--- src/rtl/bram_arbiter_pkg.sv ---
// Shared types and helpers for the block-RAM arbiter.
package bram_arbiter_pkg;

  typedef enum logic [0:0] {
    ARB    = 1'b0,
    LOCKED = 1'b1
  } arb_state_e;

  // Fixed read latency from grant to rvalid (address reg + output reg).
  localparam int RD_LAT = 2;

  // Widest requester vector the grant helper handles.
  localparam int MAX_REQ = 8;
  localparam int SEL_W   = 3;

  // Round-robin search starting at ptr, wrapping modulo n (n need not be a
  // power of two). Returns a one-hot grant, or zero when nothing requests.
  function automatic logic [MAX_REQ-1:0] onehot_rr(input logic [MAX_REQ-1:0] req,
                                                   input int ptr,
                                                   input int n);
    logic [MAX_REQ-1:0] g;
    logic               found;
    logic [SEL_W-1:0]   sel;
    g     = '0;
    found = 1'b0;
    for (int k = 0; k < MAX_REQ; k++) begin
      if (k < n) begin
        sel = SEL_W'((ptr + k) % n);
        if (!found && req[sel]) begin
          g[sel] = 1'b1;
          found  = 1'b1;
        end
      end
    end
    return g;
  endfunction

endpackage

--- src/rtl/bram_arbiter_rr.sv ---
// Round-robin grant generator with a modulo-N priority pointer.
module rr_arbiter
  import bram_arbiter_pkg::*;
#(
  parameter int N_REQ = 2
) (
  input  logic             clk,
  input  logic             aclr_n,
  input  logic [N_REQ-1:0] req,
  input  logic [N_REQ-1:0] take,
  output logic [N_REQ-1:0] gnt
);

  localparam int PTR_W = (N_REQ > 1) ? $clog2(N_REQ) : 1;

  logic [PTR_W-1:0]   ptr, ptr_next;
  logic [MAX_REQ-1:0] gnt_full;

  assign gnt_full = onehot_rr(MAX_REQ'(req), int'(ptr), N_REQ);
  assign gnt      = gnt_full[N_REQ-1:0];

  // The requester just served moves to lowest priority.
  always_comb begin
    ptr_next = ptr;
    for (int i = 0; i < N_REQ; i++) begin
      if (take[i]) ptr_next = (i == N_REQ - 1) ? '0 : PTR_W'(i + 1);
    end
  end

  // Priority pointer register.
  always_ff @(posedge clk or negedge aclr_n) begin
    if (!aclr_n) ptr <= '0;
    else         ptr <= ptr_next;
  end

endmodule

--- src/rtl/brams.sv ---
// Single-port block RAM with registered address and registered output.
// The asynchronous clear only touches the address and output registers.
module brams #(
  parameter int ADDR_ = 8,
  parameter int DATA_ = 8
) (
  input  logic             clk,
  input  logic             aclr,
  input  logic             en,
  input  logic             we,
  input  logic [ADDR_-1:0] addr,
  input  logic [DATA_-1:0] din,
  output logic [DATA_-1:0] q
);

  logic [DATA_-1:0] mem [2**ADDR_];
  logic [ADDR_-1:0] addr_reg;

  // Array write port; kept reset-free so it maps onto block RAM.
  always_ff @(posedge clk) begin
    if (en && we) mem[addr] <= din;
  end

  // Address register loads on every access; output register reads through it.
  always_ff @(posedge clk or posedge aclr) begin
    if (aclr) begin
      addr_reg <= '0;
      q        <= '0;
    end else begin
      if (en) addr_reg <= addr;
      q <= mem[addr_reg];
    end
  end

endmodule

--- src/rtl/bram_arbiter.sv ---
// Shares one single-port block RAM among N_REQ requesters with round-robin
// arbitration, optional bus locking and a fixed-latency read return path.
module bram_arbiter
  import bram_arbiter_pkg::*;
#(
  parameter int N_REQ    = 2,
  parameter int ADDR_    = 8,
  parameter int DATA_    = 8,
  parameter int MAX_LOCK = 16
) (
  input  logic                   clk,
  input  logic                   aclr_n,
  input  logic [N_REQ-1:0]       req,
  input  logic [N_REQ-1:0]       lock,
  input  logic [N_REQ-1:0]       we,
  input  logic [N_REQ*ADDR_-1:0] addr,
  input  logic [N_REQ*DATA_-1:0] din,
  output logic [N_REQ-1:0]       gnt,
  output logic [N_REQ-1:0]       rvalid,
  output logic [DATA_-1:0]       rdata,
  output logic                   busy
);

  localparam int ID_W  = (N_REQ > 1) ? $clog2(N_REQ) : 1;
  localparam int CNT_W = $clog2(MAX_LOCK + 1);

  arb_state_e       state, state_next;
  logic [ID_W-1:0]  owner, owner_next;
  logic [CNT_W-1:0] cnt, cnt_next, cnt_inc;
  logic [N_REQ-1:0] rr_gnt, take;
  logic [ID_W-1:0]  gidx;
  logic             ram_en, ram_we, rd_issue;
  logic [ADDR_-1:0] ram_addr;
  logic [DATA_-1:0] ram_din;
  logic             v1, v2;
  logic [ID_W-1:0]  id1, id2;

  logic [ADDR_-1:0] addr_s [N_REQ];
  logic [DATA_-1:0] din_s  [N_REQ];

  generate
    for (genvar gi = 0; gi < N_REQ; gi++) begin : g_slice
      assign addr_s[gi] = addr[gi*ADDR_ +: ADDR_];
      assign din_s[gi]  = din[gi*DATA_ +: DATA_];
    end
  endgenerate

  rr_arbiter #(.N_REQ(N_REQ)) u_rr (
    .clk    (clk),
    .aclr_n (aclr_n),
    .req    (req),
    .take   (take),
    .gnt    (rr_gnt)
  );

  // Final grant: locked owner overrides round-robin; nothing granted in reset.
  always_comb begin
    gnt = '0;
    if (state == LOCKED) begin
      if (req[owner]) gnt[owner] = 1'b1;
    end else begin
      gnt = rr_gnt;
    end
    if (!aclr_n) gnt = '0;
  end

  assign take = req & gnt;

  // Index of the accepted access and the RAM port mux.
  always_comb begin
    gidx = '0;
    for (int i = 0; i < N_REQ; i++) begin
      if (take[i]) gidx = ID_W'(i);
    end
    ram_en   = |take;
    ram_we   = |(take & we);
    ram_addr = addr_s[gidx];
    ram_din  = din_s[gidx];
    rd_issue = ram_en && !ram_we;
  end

  assign cnt_inc = (cnt == CNT_W'(MAX_LOCK)) ? cnt : cnt + 1'b1;

  // Lock FSM: enter on a locked grant, leave on release, idle or budget spent.
  always_comb begin
    state_next = state;
    owner_next = owner;
    cnt_next   = cnt;
    case (state)
      ARB: begin
        if (ram_en && lock[gidx]) begin
          state_next = LOCKED;
          owner_next = gidx;
          cnt_next   = CNT_W'(1);
        end
      end
      LOCKED: begin
        cnt_next = cnt_inc;
        if (!lock[owner] || !req[owner] || cnt_inc == CNT_W'(MAX_LOCK)) begin
          state_next = ARB;
          cnt_next   = '0;
        end
      end
      default: state_next = ARB;
    endcase
  end

  // Lock FSM state register.
  always_ff @(posedge clk or negedge aclr_n) begin
    if (!aclr_n) begin
      state <= ARB;
      owner <= '0;
      cnt   <= '0;
    end else begin
      state <= state_next;
      owner <= owner_next;
      cnt   <= cnt_next;
    end
  end

  // Read-tracking pipeline mirroring the RAM address and output registers.
  always_ff @(posedge clk or negedge aclr_n) begin
    if (!aclr_n) begin
      v1   <= 1'b0;
      v2   <= 1'b0;
      id1  <= '0;
      id2  <= '0;
      busy <= 1'b0;
    end else begin
      v1   <= rd_issue;
      id1  <= gidx;
      v2   <= v1;
      id2  <= id1;
      busy <= rd_issue | v1;
    end
  end

  assign rvalid = v2 ? (N_REQ'(1) << id2) : '0;

  brams #(.ADDR_(ADDR_), .DATA_(DATA_)) u_ram (
    .clk  (clk),
    .aclr (~aclr_n),
    .en   (ram_en),
    .we   (ram_we),
    .addr (ram_addr),
    .din  (ram_din),
    .q    (rdata)
  );

endmodule

--- config.mk ---
export PLATFORM = sky130hd
export DESIGN_NAME = bram_arbiter
export DESIGN_NICKNAME = d
export VERILOG_FILES = /design/src/rtl/bram_arbiter_pkg.sv /design/src/rtl/bram_arbiter_rr.sv /design/src/rtl/brams.sv /design/src/rtl/bram_arbiter.sv
export SDC_FILE = /design/constraint.sdc
export NUM_CORES = 2
export LEC_CHECK = 0
export BUFFER_PORTS_ARGS = -buffer_cell sky130_fd_sc_hd__buf_2
export CAP_MARGIN = 5
export CORE_AREA = 5 5 400 697
export CTS_CLUSTER_SIZE = 25
export DETAILED_ROUTE_END_ITERATION = 10
export DIE_AREA = 0 0 405 702
export PLACE_DENSITY_LB_ADDON = 0.3
export SYNTH_ARGS = -nofsm -noshare
export SYNTH_HDL_FRONTEND = slang
export SYNTH_HIERARCHICAL = 1
export SYNTH_SLANG_ARGS = --single-unit
--- constraint.sdc ---
create_clock -name clk -period 11.9 [get_ports clk]
set_input_delay 0.595 -clock clk [delete_from_list [all_inputs] [get_ports clk]]
set_output_delay 0.595 -clock clk [all_outputs]
set_load 0.03 [all_outputs]
# Word level (Yosys, flattened, before mapping)
# Memories as Yosys holds them, arrays and structs flattened. A register that Yosys moved wholly into a read port is not among the register bits.
# Index checks and enable logic that the tools add are counted.
[word_totals]
ff_bits = 21
ramBits = 2048
out_inout_bits = 13
mem_count = 1
[memory_table]
columns = ["memory", "words", "width", "rd", "rd_ports_with_merged_regs", "wr", "line_no", "source"]
rows = [
  ["u_ram.mem", 256, 8, 1, 1, 1, "brams.sv:16", "logic [DATA_-1:0] mem [2**ADDR_];"],
]
[op_classes]
n_addsub = 2
magnitude_cmp = 8
n_eq_ne = 3
n_shift = 1
n_mux = 41
bitwise = 7
reduce_logical = 18
[ops]
columns = ["cell", "count"]
rows = [
  ["$mux 8", 6],
  ["$mux 1", 20],
  ["$mux 5", 3],
  ["$mux 2", 6],
  ["$eq 5x5->1 const B", 2],
  ["$pmux 5 s2", 1],
  ["$logic_and 1x1->1", 7],
  ["$add 5x1->5 const B", 1],
  ["$logic_not 1->1", 5],
  ["$and 2x2->2", 2],
  ["$lt 1x2->1 const B", 2],
  ["$lt 1x4->1 const B", 1],
  ["$lt 3x4->1 const B", 1],
  ["$reduce_or 2->1", 2],
  ["$ge 3x1->1 const B", 1],
  ["$bmux 1 s2", 1],
  ["$demux 1 s1", 2],
  ["$demux 1 s2", 1],
  ["$ge 1x1->1 const B", 2],
  ["$ge 2x2->1 const B", 1],
  ["$logic_or 1x1->1", 2],
  ["$ne 2x2->1 const B", 1],
  ["$not 1->2", 1],
  ["$or 2x2->2", 1],
  ["other kinds (8)", 8],
]

# Logic depth before layout (Yosys ltp)
[depth]
word_depth = 17
depth_mapped = 13
depth_no_buf = 9

# Modules after synthesis
# Netlist, hierarchy kept.
[by_module_without_submodules]
columns = ["module", "n_inst", "cells_per_inst", "area_per_inst_um2"]
rows = [
  ["brams", 1, 3813, 80158.1],
  ["bram_arbiter", 1, 92, 938.4],
  ["rr_arbiter", 1, 6, 51.3],
]

# Least setup slack after synthesis
# No wires, ideal clock.
[synth_timing]
kind = "in2reg"
start = "input req[1]"
end = "memory u_ram.mem[0][0], data pin"
setup_ns = 0.808
arrival_time_ns = 4.380
required_ns = 11.092
setup_slack_ns = 6.712
cell_stages = 5
path_cell_list = "a21boi_1 -> nand2b_4 -> a21oi_2 -> buf_2 -> mux2_1"
[synth_between]
elab_chain_len = 14
elab_cells_between_ends = 21
[synth_lines]
columns = ["item", "line_no", "source"]
rows = [
  ["start, declared", "bram_arbiter.sv:13", "input logic [N_REQ-1:0] req,"],
  ["$mux 1 (implied by the code) (2 in a row)", "bram_arbiter_pkg.sv:29", "if (!found && req[sel]) begin"],
  ["$mux 1", "bram_arbiter_pkg.sv:29", ""],
  ["$logic_not 1->1", "bram_arbiter_pkg.sv:29", ""],
  ["$logic_and 1x1->1", "bram_arbiter_pkg.sv:29", ""],
  ["$mux 2", "bram_arbiter_pkg.sv:29", ""],
  ["$mux 2", "bram_arbiter.sv:59", "if (state == LOCKED) begin"],
  ["$mux 2", "bram_arbiter.sv:64", "if (!aclr_n) gnt = '0;"],
  ["$and 2x2->2 *", "bram_arbiter.sv:67", "assign take = req & gnt;"],
  ["$mux 1 *", "bram_arbiter.sv:73", "if (take[i]) gidx = ID_W'(i);"],
  ["net gidx", "bram_arbiter.sv:31", "logic [ID_W-1:0] gidx;"],
  ["$not 1->2 (implied by the code) *", "bram_arbiter.sv:78", "ram_din = din_s[gidx];"],
  ["$mux 8 (implied by the code) * (3 in a row)", "bram_arbiter.sv:78", ""],
  ["net ram_din[0]", "bram_arbiter.sv:34", "logic [DATA_-1:0] ram_din;"],
  ["end, declared", "brams.sv:16", ""],
]
# The timed path passes the listed nets; every way through them passes the cells marked *. The select of a mux whose other input is x is not followed.

# Worst setup path after layout
[layout_timing]
start = "register u_rr.ptr"
end = "memory u_ram.mem[254][3] (enable)"
[layout_between]
elab_cells_between_ends = 36
[layout_rtl]
columns = ["item", "line_no", "source"]
rows = [
  ["start, declared", "bram_arbiter_rr.sv:16", "logic [PTR_W-1:0] ptr, ptr_next;"],
  ["start signal, assigned", "bram_arbiter_rr.sv:33", "else ptr <= ptr_next;"],
  ["$add 1x1->1", "bram_arbiter_pkg.sv:28", "sel = SEL_W'((ptr + k) % n);"],
  ["$and 1x1->1 (no source line)", "--", ""],
  ["$lt 3x4->1 (implied by the code) or $ge 3x1->1 (tied branches)", "bram_arbiter_pkg.sv:30", "g[sel] = 1'b1;"],
  ["$logic_and 1x1->1 (implied by the code)", "bram_arbiter_pkg.sv:30", ""],
  ["$mux 1 (implied by the code)", "bram_arbiter_pkg.sv:30", ""],
  ["$demux 1 s2", "--", ""],
  ["$or 2x2->2 (no source line)", "--", ""],
  ["$mux 2 *", "bram_arbiter_pkg.sv:29", ""],
  ["net rr_gnt[1]", "bram_arbiter.sv:30", "logic [N_REQ-1:0] rr_gnt, take;"],
  ["$mux 2 *", "bram_arbiter.sv:59", ""],
  ["$mux 2 *", "bram_arbiter.sv:64", ""],
  ["$and 2x2->2 *", "bram_arbiter.sv:67", ""],
  ["$reduce_or 2->1 *", "bram_arbiter.sv:75", "ram_en = |take;"],
  ["net ram_en", "bram_arbiter.sv:32", "logic ram_en, ram_we, rd_issue;"],
  ["$logic_and 1x1->1 *", "brams.sv:21", "if (en && we) mem[addr] <= din;"],
  ["$mux 1 *", "brams.sv:21", ""],
  ["$mux 1 (implied by the code) *", "brams.sv:21", ""],
]
# Marked as above.

==> run metrics <==
status complete, no violations; site row count 254; Commonest cells post-synth edfxtp_1 (2048), mux4_2 (421), nor2_1 (297); H-Tree Depth 4; Synth Instances 3911; first-pass GRT wire length 310000 um; Req. time, crit path 12350 ps; GRT overflow 0; R2R Setup Slk 6180 ps; Most used DFF post-synth edfxtp_1; DR WL/cell 28.3 um; Pre-Repair DR Iteration Count 6; remaining antenna violation count 0; Setup Buffers After CTS 0; total CTS buffers 178; Max FO, Critical Path 23; mapped cell area 0.0811 sq mm; critical path arrival 6170 ps; Post-Route Utilization 0.334; Yosys Warn Count 6; initial antenna violation count 7; Clk Latency, worst-skew pair 820 ps; CP Launch Type register; top cell type's share of synthesized area 0.758; WS Path Type register to register; Pleak 27.6 nW; Finished Cell Area 0.0911 sq mm; Die Span X 405 um; main area contributors after synthesis edfxtp_1 (76%), mux4_2 (12%), mux2i_1 (1.9%); Synth area leader edfxtp_1; WL final 218000 um; DRC violations left 0; Core Box Area 0.273 sq mm; most common cell in the netlist edfxtp_1; Global Route Usage Sum 0.151; GPL Wtd Cong 0.848; DIE HEIGHT 702 um; count of max-cap constraint violations 0; Setup WS pre-CTS 5850 ps; post-layout net count 4044; vias post-DR 39300; Fin Hold WS 209 ps; Critical Path End Type register; share of cells above drive strength 1 0.221; vias in the first global route 41000; Port Buffers 52; fraction of registers with async set or reset after synthesis 0.0140; type of the tightest min-delay check input port to register; Die ar. 0.284 sq mm; final worst slack 6180 ps; area of placed instances 0.0855 sq mm; count of different cell masters after synthesis 81; syn_nets 3953; setup TNS 0 ps; Root Buffer clkbuf_16; fin crit period 5720 ps; slew margin rel. 0.0373; Non-Filler Instances 7719; Final HPWL DP 137000 um; sequential fraction of the synthesis area 0.767; pwr dens 200 mW/mm^2; pin count of the biggest net entering global routing 159; Post-synth EDFFs 2048; total chip power 18.2 mW; Final Skew 28.8 ps; Sink Count 2077; Initial Utilization 0.298; Max Slew Vio Count 0; final setup vio count 0; Clock Tree Buf Depth 4; CTS tree done; final period utilization 0.481; Worst VDD drop 189 uV; Ports 53; FF+latch count, synth 2077; unrepaired setup endpoints after global routing false; Area growth, synth to finish 12.3%; Worst-path clk slew 70 ps; first-iteration detailed-routing DRC count 3517; Largest register FFs 2048; dpl cells 7404; achievable clock frequency 175 MHz; Worst Tran Pin Value 1430 ps; Vias/cell 5.09; final hold vios 0; Syn Area/Cell 20.7 sq um
## kinds of logic after synthesis
family | after synthesis | synth area share
DFF | 2077 | 0.767
muxes | 647 | 0.148
and+or+nand+nor | 518 | 0.0282
AOI/OAI and AO/OA | 416 | 0.0375
buffers and inverters | 248 | 0.0186
xor gates and xnor gates | 3 | 0.000324
adders and majority gates | 2 | 0.000308
## power by group
part | total (mW) | switching, mW | internal [mW]
Combinational | 4.18 | 2.58 | 1.61
Sequential | 8.26 | 0.135 | 8.13
Clock | 5.80 | 2.60 | 3.19
Total | 18.2 | 5.32 | 12.9
## metal layers
layer / GRT usage / up-vias / wire [um]
met5: 0 / - / 26
met3: 0.0180 / 385 / 10200
li1: - / 16400 / -
met4: 0.0746 / 4 / 12200
met2: 0.277 / 1274 / 116000
met1: 0.173 / 21200 / 79500
## placed cells by master (no fill, tap or decap), types with 18 or more instances in the layout
| master | n |
|---|---|
| a211oi_1 | 41 |
| a21oi_1 | 49 |
| a221oi_1 | 22 |
| a22o_1 | 21 |
| a22oi_1 | 129 |
| buf_2 | 52 |
| buf_4 | 82 |
| bufinv_16 | 18 |
| clkbuf_1 | 28 |
| clkbuf_16 | 182 |
| clkinv_1 | 28 |
| clkinv_2 | 31 |
| clkinvlp_4 | 18 |
| dfrtp_1 | 24 |
| edfxtp_1 | 2048 |
| mux2_2 | 45 |
| mux2i_1 | 156 |
| mux4_2 | 421 |
| nand2_1 | 77 |
| nand3_1 | 42 |
| nor2_1 | 291 |
| nor3_1 | 25 |
| o21ai_0 | 27 |
| o221ai_1 | 20 |
| o22ai_1 | 38 |
## worst paths after layout
check,startpoint,cells past startpoint,endpoint
worst max-delay path,u_rr/ptr$_DFFE_PN0P_,10,u_ram/mem[254][3]$_DFFE_PP_
min in group asynchronous,aclr_n,2,id2$_DFF_PN0_
max in group asynchronous,aclr_n,4,u_ram/addr_reg[3]$_DFFE_PP0P_
worst max register to register,u_rr/ptr$_DFFE_PN0P_,10,u_ram/mem[254][3]$_DFFE_PP_
worst min-delay path,lock[1],3,state$_DFF_PN0_
worst min register to register,id1$_DFF_PN0_,0,id2$_DFF_PN0_
## critical path, cell delays in order (launching register included)
cell      delay, ps
dfrtp_1         360
inv_1            50
a21boi_1        300
nand2b_4        100
a21oi_4         860
nor2_1          290
inv_1           420
and2_1          590
nand4_1        1120
buf_4           630
nor2_1          590
## layout make-up
cell class / instances / area, sq um
antenna: 4 / 10.0
clock inverter: 99 / 986
inverter: 12 / 45.0
timing repair buffer: 147 / 1090
multi-input combinational: 1586 / 17600
sequential: 2077 / 62200
tap: 3584 / 4480
clock buffer: 210 / 4660
fill: 25700 / 182000
## what timing repair did
action	in CTS	in global routing
hold buffers	1	0
endpoints found under the hold margin	13	0
resized for setup	0	0
No activity file was read; power rests on OpenSTA's default activity.
